File: src/rtl/modinv_fermat_4049.sv
// rtl/modinv_fermat_4049.sv - modular inverse mod 4049 by Fermat square-and-multiply
// One Barrett modmul per clock; result is held until the consumer takes it.
module modinv_fermat_4049 #(
    parameter int unsigned W   = 12,
    parameter int unsigned Q   = 4049,
    parameter int unsigned MU  = 4143,
    parameter int unsigned EXP = 4047
) (
    input  logic         clk,
    input  logic         rst,
    input  logic [W-1:0] din_a,
    input  logic         in_valid,
    output logic         in_ready,
    output logic [W-1:0] dout_r,
    output logic         zero_err,
    output logic         out_valid,
    input  logic         out_ready
);
    localparam int unsigned IW = $clog2(W);
    localparam int unsigned PW = 2 * W;
    localparam logic [W-1:0]   Q_W   = W'(Q);
    localparam logic [W+1:0]   Q_R   = (W + 2)'(Q);
    localparam logic [W:0]     MU_W  = (W + 1)'(MU);
    localparam logic [W-1:0]   EXP_W = W'(EXP);

    typedef enum logic [1:0] {IDLE, SQR, MUL, DONE} state_t;

    state_t          state;
    state_t          state_nxt;
    logic [W-1:0]    acc;
    logic [W-1:0]    base;
    logic [IW-1:0]   idx;
    logic            zero_q;

    logic [W-1:0]    base_in;
    logic [W-1:0]    mm_b;
    logic [PW-1:0]   mm_x;
    logic [PW+W:0]   mm_xmu;
    logic [W:0]      mm_t;
    logic [PW-1:0]   mm_tq;
    logic [W+1:0]    mm_r0;
    logic [W+1:0]    mm_r1;
    logic [W+1:0]    mm_r2;
    logic [W-1:0]    mm_r;

    // 4095 < 2Q, so a single conditional subtract canonicalises the operand
    assign base_in = (din_a >= Q_W) ? din_a - Q_W : din_a;

    // Barrett reduction: the quotient estimate is low by at most 2, so r < 3Q
    assign mm_b   = (state == MUL) ? base : acc;
    assign mm_x   = acc * mm_b;
    assign mm_xmu = mm_x * MU_W;
    assign mm_t   = (W + 1)'(mm_xmu >> PW);
    assign mm_tq  = mm_t * Q_W;
    assign mm_r0  = (W + 2)'(mm_x - mm_tq);
    assign mm_r1  = (mm_r0 >= Q_R) ? mm_r0 - Q_R : mm_r0;
    assign mm_r2  = (mm_r1 >= Q_R) ? mm_r1 - Q_R : mm_r1;
    assign mm_r   = W'(mm_r2);

    always_ff @(posedge clk or posedge rst) begin
        if (rst) begin
            state <= IDLE;
        end else begin
            state <= state_nxt;
        end
    end

    always_comb begin
        state_nxt = state;
        in_ready  = 1'b0;
        out_valid = 1'b0;
        case (state)
            IDLE: begin
                in_ready = 1'b1;
                if (in_valid) state_nxt = SQR;
            end
            SQR: begin
                if (EXP_W[idx])    state_nxt = MUL;
                else if (idx == '0) state_nxt = DONE;
            end
            MUL: begin
                state_nxt = (idx == '0) ? DONE : SQR;
            end
            DONE: begin
                out_valid = 1'b1;
                if (out_ready) state_nxt = IDLE;
            end
            default: state_nxt = IDLE;
        endcase
    end

    always_ff @(posedge clk or posedge rst) begin
        if (rst) begin
            acc    <= '0;
            base   <= '0;
            idx    <= '0;
            zero_q <= 1'b0;
        end else begin
            case (state)
                IDLE: begin
                    if (in_valid) begin
                        base   <= base_in;
                        acc    <= base_in;
                        idx    <= IW'(W - 2);
                        zero_q <= (base_in == '0);
                    end
                end
                SQR: begin
                    acc <= mm_r;
                    if (!EXP_W[idx] && idx != '0) idx <= idx - 1'b1;
                end
                MUL: begin
                    acc <= mm_r;
                    if (idx != '0) idx <= idx - 1'b1;
                end
                default: ;
            endcase
        end
    end

    assign dout_r   = acc;
    assign zero_err = zero_q;

endmodule

File: config.mk
export PLATFORM = sky130hd
export DESIGN_NAME = modinv_fermat_4049
export DESIGN_NICKNAME = d
export VERILOG_FILES = /design/src/rtl/modinv_fermat_4049.sv
export SDC_FILE = /design/constraint.sdc
export NUM_CORES = 1
export LEC_CHECK = 0
export ABC_AREA = 1
export CORE_MARGIN = 8
export CORE_UTILIZATION = 54
export CTS_CLUSTER_SIZE = 28
export DETAILED_ROUTE_END_ITERATION = 10
export PLACE_DENSITY_LB_ADDON = 0.08
export SKIP_LAST_GASP = 1
export SYNTH_ARGS = -nofsm -noshare
export SYNTH_HDL_FRONTEND = slang
export SYNTH_SLANG_ARGS = --single-unit
File: constraint.sdc
create_clock -name clk -period 14.2 [get_ports clk]
set_clock_uncertainty 0.15 [all_clocks]
set_input_delay 4.26 -clock clk [delete_from_list [all_inputs] [get_ports clk]]
set_output_delay 4.26 -clock clk [all_outputs]
set_load 0.1 [all_outputs]
Word level (Yosys, flattened, before mapping). Memories as Yosys holds them, arrays and structs flattened. Index checks and enable logic that the tools add are counted.

Input bits: 16. Flip-flop bits (word level): 31. Memory bits (read-only): 16. Memories kept: 1. Word-level logic and storage cells: 58.

Memory list: (no name shown) (depth 16, bits a word 1, rd ports 1, clocked after Yosys merged registers in 0, wr ports 0, line 110) `if (!EXP_W[idx] && idx != '0) idx <= idx - 1'b1;`.

Magnitude comparators: 4. Muxes and demuxes: 19. $add $sub $neg: 5. Eq/ne operators: 8. $mul: 3. Reduce and logical (&&, ||, !) cells: 13.

Operators with widths (count): $mux 12 (4); $mul 24x13->37 const B (1); $ge 14x12->1 const B (2); $mul 12x12->24 (1); $pmux 12 s2 (1); $sub 12x12->12 const B (2); $mul 13x12->14 const B (1); $mux 14 (1); $sub 14x12->14 const B (1); $sub 14x14->14 (1); $ge 12x12->1 const B (1); $logic_not 12->1 (1); $mux 4 (3); $pmux 4 s3 (1); $mux 2 (5); $pmux 2 s4 (1); $ne 2x2->1 const B (3); $lt 4x5->1 const B (1); $eq 2x2->1 const B (2); $logic_not 4->1 (1); $reduce_and 2->1 (2); $reduce_and 4->1 (1); $reduce_bool 4->1 (1); $sub 4x1->4 const B (1); other kinds (11) (13).

Depth between registers and ports, before layout. Gate-level depths: netlist of run 1.

Depth in word-level cells: 11. Depth in mapped cells: 86. Depth with buffers taken out: 85.

Least setup slack after synthesis of run 1. Ideal clock, no wire load.

Path type: register to register. Start point: register acc[3], in the netlist dout_r[3]. End point: register acc[2], in the netlist dout_r[2]. Library setup time: 120 ps. Path buffers: 3. Cell stages (with the launch flop): 76. Arrival time: 14673 ps. Path slack: -743 ps. Cell sequence: dfrtp_1 clkbuf_1 inv_1 nor2_1 a21oi_1 clkinv_1 nand2_1 fa_1 inv_1 fa_1 inv_1 fa_1 inv_1 fa_1 inv_1 fa_1 inv_1 ha_1 [40 not listed] nor2_1 nand2_1 a21oi_1 nor2_2 nand3_4 buf_6 nand2_1 nand2_1 ha_1 nand2_1 nor2_1 nand2_1 nand3_2 buf_6 o21ai_1 nand3_1 nand2_1 nand2_1.

Longest elaborated chain between the ends: 10. Elaborated cells between the ends (all ways): 12. Classes of those cells: 3 x add/sub; 3 x mul; 2 x order compare; 4 x mux.

RTL lines: from (decl) (line 30) `logic [W-1:0] acc;`; from (signal assigned) (line 103) `acc <= base_in;`; from (signal assigned) (line 109) `acc <= mm_r;`; from (signal assigned) (line 113) `acc <= mm_r;`; $mux 12 (line 50) `assign mm_b = (state == MUL) ? base : acc;`; $mul 12x12->24 (*) (line 51) `assign mm_x = acc * mm_b;`; $mul 24x13->37 (line 52) `assign mm_xmu = mm_x * MU_W;`; $mul 13x12->14 (line 54) `assign mm_tq = mm_t * Q_W;`; $sub 14x14->14 (*) (line 55) `assign mm_r0 = (W + 2)'(mm_x - mm_tq);`; $sub 14x12->14 or $ge 14x12->1 (tied branches) (line 56) `assign mm_r1 = (mm_r0 >= Q_R) ? mm_r0 - Q_R : mm_r0;`; $mux 14 (*) (line 56); $sub 12x12->12 or $ge 14x12->1 (tied branches) (line 57) `assign mm_r2 = (mm_r1 >= Q_R) ? mm_r1 - Q_R : mm_r1;`; $mux 12 (*) (line 57); $pmux 12 s2 (*) (line 99) `case (state)`.

Every way passes the cells marked *; elsewhere a longest branch is shown, timed or not. A chain may end at the register's enable or synchronous reset.

Worst setup path after layout of run 1.
Start point: register state[1]. End point: register acc[5], in the netlist dout_r[5].

Longest elaborated chain between the ends: 11. Elaborated cells between the ends (all ways): 19. Classes of those cells: 3 x add/sub; 3 x mul; 2 x order compare; 3 x eq/ne; 4 x mux; 4 x reduce/logical.

RTL lines: from (decl) (line 28) `state_t state;`; from (signal assigned) (line 64) `state <= state_nxt;`; $eq 2x2->1 (line 50, 99); $mux 12 (line 50); $mul 12x12->24 (line 51); $mul 24x13->37 (line 52); $mul 13x12->14 (line 54); $sub 14x14->14 (line 55); $sub 14x12->14 or $ge 14x12->1 (tied branches) (line 56); $mux 14 (line 56); $sub 12x12->12 or $ge 14x12->1 (tied branches) (line 57); $mux 12 (line 57); $pmux 12 s2 (line 99).

Parallel ways exist; a longest one is shown, timed or not.

==> results of run 1 <==
## logic make-up (layout without fill, tap and decap cells)
kind of cell,Yosys count,count (layout),share of synthesized area [%]
AOI/OAI and AO/OA,133,133,5.06
xor gates and xnor gates,68,68,4.04
adders and majority gates,418,418,45.8
buffers and inverters,619,1008,16.0
DFF,31,31,5.27
muxes,2,2,0.153
and+or+nand+nor,824,825,23.7
## synth_stat cells, types with 3 or more instances
library cell,count,share of area (%)
o21ai_0,32,1.1
a21oi_2,3,0.18
fa_1,201,27
and3_1,4,0.17
o21bai_1,6,0.31
xnor2_1,17,1.0
inv_2,5,0.13
buf_6,3,0.23
inv_1,579,15
nand2_4,3,0.23
nand3b_1,6,0.31
nand4_1,38,1.6
clkbuf_1,17,0.43
nor3_1,7,0.24
ha_1,217,18
nor2_2,7,0.30
a31oi_1,3,0.13
xor2_1,51,3.0
o21ai_1,8,0.27
buf_4,3,0.15
buf_2,4,0.14
a31o_2,3,0.18
nand2_1,510,13
nand2_2,25,1.1
nand3_1,64,2.2
dfrtp_1,31,5.3
a21oi_1,65,2.2
a21o_1,3,0.15
clkinv_1,6,0.15
nor2_1,149,3.8
## per-layer routing
layer,vias to the layer above,GRT usage (%),wire length (um)
li1,6989,-,-
met1,6951,35.8,19900
met2,345,42.0,20200
met3,54,3.01,2260
met4,0,3.97,721
met5,-,0,0
## layout make-up
cell class	count	area [um^2]	share of cell area [%]
Clock buffer	6	139	0.688
Timing Repair inverter	1	7.51	0.0372
Clock inverter	2	35.0	0.173
Timing Repair Buffer	408	3270	16.2
Multi-Input combinational cell	1446	13300	65.8
Inverter	591	2220	11.0
Sequential cell	31	798	3.95
Tap cell	341	427	2.11
## layout by cell type, fill, tap and decap left out, types with 8 or more instances in the layout
master	Yosys	final
a21oi_1	65	39
a21oi_2	3	20
a21oi_4	0	9
buf_4	3	353
buf_6	3	21
clkdlybuf4s50_1	0	30
dfrtp_1	31	21
fa_1	201	196
ha_1	217	170
ha_4	0	44
inv_1	579	543
inv_2	5	43
nand2_1	510	425
nand2_2	25	89
nand2_4	3	24
nand3_1	64	47
nand3_2	2	18
nand4_1	38	38
nor2_1	149	116
nor2_2	7	27
nor2_4	2	15
o21ai_0	32	28
xnor2_1	17	9
xnor2_2	0	8
xor2_1	51	34
xor2_2	0	11
## worst max-delay path by stage
stage            endpoint  slack, ps  cells past startpoint
2_1_floorplan   dout_r[2]          1                     73
3_3_place_gp    dout_r[8]       -790                     72
3_5_place_dp    dout_r[5]       -890                     73
4_1_cts         dout_r[5]        -10                     79
5_1_grt        dout_r[10]       -760                     82
6_report        dout_r[5]        -90                     70
## critical path, delay by kind of cell, from the launching register on
family / cells / cell delay (ps)
XOR/XNOR: 3 / 510
flip-flops: 1 / 410
AO/OA/AOI/OAI: 8 / 1480
adder cells (fa/ha/maj): 18 / 7430
AND/OR/NAND/NOR: 19 / 1900
buffers and inverters: 22 / 2270
## flip-flops by register name, summed over array words and instances (netlist names)
signal,flops
dout_r,12
zero_err,1
base,12
idx,4
state,2
## metrics by stage
step | std cells | utilization (%) | hold slack [ps]
after global routing | 2826 | 75.1 | 362
after global placement | 2752 | 66.5 | 322
after detailed placement | 2752 | 66.5 | 324
after CTS | 2799 | 71.3 | 337
final | 2826 | 75.1 | 342
after floorplan | 2095 | - | 304
## repair_timing
action | CTS | global route
pin swaps | 88 | 141
resized for setup | 166 | 194
endpoints found under the setup margin | 12 | 12
gates cloned | 5 | 0
buffers inserted | 34 | 31
hold endpoints to repair | 0 | 0
==> flow_summary.ini, run 1 <==
[run_status]
status = finished with violations
violations = setup timing

[timing]
tightest_slew_ps = 976
max_slew_margin_pct = 34.7
rsz0062_at_grt = true
fmax_mhz = 70.0
drv_slew = 0
fin_crit_ps = 14290
timing.final.crit_share_pct = 101
layout_setup_ws_ps = -90.5
tns_ps = -278
hold_violations = 0
setup_viol_count_final = 9

[die]
initial_core_util_pct = 54.8
die_y_um = 181
coreArea_um2 = 26900
die_x_um = 181
row_count = 60
die_area_um2 = 32800
io_pins = 31

[finish]
syn_to_final_growth_pct = 37.1
diodes = 0
drive_gt1_share_pct = 30.3
fill_cells = 2111
stdcell_area_um2 = 20200
nets = 2918

[detailed_routing]
route.detailed.drc = 0
drt_first_pass_iters = 5
num_vias = 14300
routedWlPerCell_um = 15.3
viasPerCell = 5.07
drt-total-wl_mm = 43.1
ant_nets = 0
drt_iter0_markers = 791

[worst_setup_path]
worstReg2RegEnd = dout_r[5]
path_max_fanout = 11
r2r_slack_ps = -90
startpoint = state[1]
r2r-start = state[1]
startpoint_type = flip-flop
crit_top_cell = fa_1
cp_data_arrival_time_ps = 14300
cp-end-kind = flip-flop
reg2regPathDepth = 70
crit_type = flip-flop to flip-flop
crit_path_max_incr_delay_ps = 550
required_ps = 14210
critPathSlowestCell = fa_1

[global_routing]
antenna_found_initial = 0
grt_start_max_net_pins = 32
overflow = 0
grt_pass1_vias = 14500
grtUsageTotal_pct = 25.4
grt_pass1_wl_mm = 69.6

[worst_hold_path]
hp-class = flip-flop to flip-flop
hp-start = base[8]
holdPathEnd = base[8]
min_path_cells = 2

[clock_network]
cts.clk_slew.worst_paths_ps = 50
cts_tree = done
clock-sinks = 31
root_buffer = clkbuf_16
numCtsBuffers = 5
clkLatencyLatePin_ps = 280
cts_max_level = 2
postCtsHoldBufs = 0
clk_path_buf_depth = 2

[synth]
ys.flop_type = dfrtp_1
ys_seq_area_share_pct = 5.27
yosysWarnings = 0
synthCells = 2095
ys_ff_latch = 31
synthArstFlopShare_pct = 100
ys_types = 48
synth_edf_count = 0
synth_area_per_cell_um2 = 7.03
syn-num-nets = 2529
netlist_area_um2 = 14700

[place]
hpwlAfterDp_mm = 35.0
pre_cts_ws_ps = -894
placed_cell_area_um2 = 17900
portBuffers = 30
gp_congestion = 0.945

[job]
max-cap-violations = 0
Power of run 1 is left out: the tool's default activity adds up to more than one toggle a clock period on the data nets, which glitch-free logic cannot reach.
==> inputs of run 2 (changes only) <==
==> constraint.sdc (replaced) <==
create_clock -name clk -period 16.1 [get_ports clk]
set_clock_uncertainty 0.15 [all_clocks]
set_input_delay 3.22 -clock clk [delete_from_list [all_inputs] [get_ports clk]]
set_output_delay 3.22 -clock clk [all_outputs]
set_load 0.1 [all_outputs]
==> run 2 against run 1 <==
Against the previous run: the run now ends clean; sequential cell count stayed put; sequential share of layout area is 0.91 points higher; core utilization is 16 points lower; non-clock buffer count is 333 lower; final area is 21% lower; critical path depth is 2 higher; maximum frequency is 6.4% lower; via count is 11% lower; routed wire length is 12% lower; clock-buffer cell count stayed put; worst hold slack worse by 2.4 ps; critical endpoint is now dout_r[10].
==> flow_summary.ini, run 2 (same netlist as run 1, synthesis figures left out) <==
[run_status]
status = finished clean

[timing]
timing.final.crit_share_pct = 94.9
layout_setup_ws_ps = 827
hold_violations = 0
setup_viol_count_final = 0
drv_slew = 0
fmax_mhz = 65.5
fin_crit_ps = 15270
max_slew_margin_pct = 35.0
tightest_slew_ps = 972

[global_routing]
grt_start_max_net_pins = 32
top_usage_layer = met2
grtUsageTotal_pct = 23.3
antenna_found_initial = 0
grt_use_met2_pct = 36.7
grt_pass1_wl_mm = 62.8
grt_pass1_vias = 12900
use_met1_pct = 33.1
overflow = 0
use_met3_pct = 4.07

[place]
portBuffers = 30
gp_congestion = 0.963
hpwlAfterDp_mm = 33.3
pre_cts_ws_ps = 78.5

[detailed_routing]
routedWlPerCell_um = 15.2
drt-total-wl_mm = 37.9
route.detailed.drc = 0
drt_iter0_markers = 790
num_vias = 12700
ant_nets = 0
viasPerCell = 5.12
drt_first_pass_iters = 5

[die]
row_count = 60
coreArea_um2 = 26900
die_y_um = 181
die_area_um2 = 32800
initial_core_util_pct = 54.8
io_pins = 31
die_x_um = 181

[clock_network]
root_buffer = clkbuf_16
cts_max_level = 2
clock-sinks = 31
clk_path_buf_depth = 2
cts.clk_slew.worst_paths_ps = 50
cts_tree = done
clkLatencyLatePin_ps = 280
numCtsBuffers = 5

[worst_setup_path]
path_buf_inv = 19
crit_top_cell = inv_1
startpoint_type = flip-flop
crit_path_max_incr_delay_ps = 550
cp-end-kind = flip-flop
crit_type = flip-flop to flip-flop
r2r-start = state[0]
path_max_fanout = 13
required_ps = 16110
startpoint = state[0]
cp_data_arrival_time_ps = 15290
cp_top_family = adder cells
critPathSlowestCell = fa_1

[finish]
layout_common_cells = 575 x inv_1, 504 x nand2_1, 214 x ha_1
drive_gt1_share_pct = 7.07
syn_to_final_growth_pct = 8.39
diodes = 0
nets = 2584
final_common_cell = inv_1

[worst_hold_path]
hp-class = flip-flop to flip-flop
hp-start = base[1]

[job]
max-cap-violations = 0
[run 2: worst paths after layout]
path | end | slack [ps] | depth (start not counted)
worst max-delay path | dout_r[10] | 830 | 72
worst min-delay path | base[1] | 340 | 2
worst max register to register | dout_r[10] | 830 | 72
worst min register to register | base[1] | 340 | 2
max in group asynchronous | dout_r[2] | 12300 | 3
min in group asynchronous | idx[0] | 3190 | 3
[run 2: final cells by class]
class | count | area [um^2]
repair buffers | 75 | 638
flip-flops and latches | 31 | 776
repair inverters | 1 | 7.51
fillers | 2614 | 10900
clock buffers | 6 | 129
multi-input cells | 1445 | 11800
well taps | 341 | 427
inverters | 591 | 2220
[run 2: tightest hold or removal path, delay by kind of cell, from the launching register on]
kind / cells / cell delay [ps]
flip-flops: 1 / 340
AO/OA/AOI/OAI: 1 / 60
AND/OR/NAND/NOR: 1 / 50
[run 2: through the flow]
step	instance area, um^2	TNS (ps)	std cells	utilization, %	hold WS (ps)
after floorplan	14700	0	2095	-	304
final	16000	0	2490	59.4	339
after global routing	16000	-217	2490	59.4	364
after CTS	15700	0	2484	58.6	341
after detailed placement	15600	0	2478	58.1	329
after global placement	15600	0	2478	58.1	318
[run 2: per-layer routing]
layer	up-vias	wire length, um
met5	-	0
met4	0	750
met3	61	2650
met2	370	16600
met1	5978	17800
li1	6333	-
[run 2: repair_timing]
action                                  in CTS  in global routing
hold buffers                                 0                  0
resized for setup                            0                 50
endpoints found under the setup margin       0                 12
buffers inserted                             0                  5
Power of run 2 is left out for the same reason.
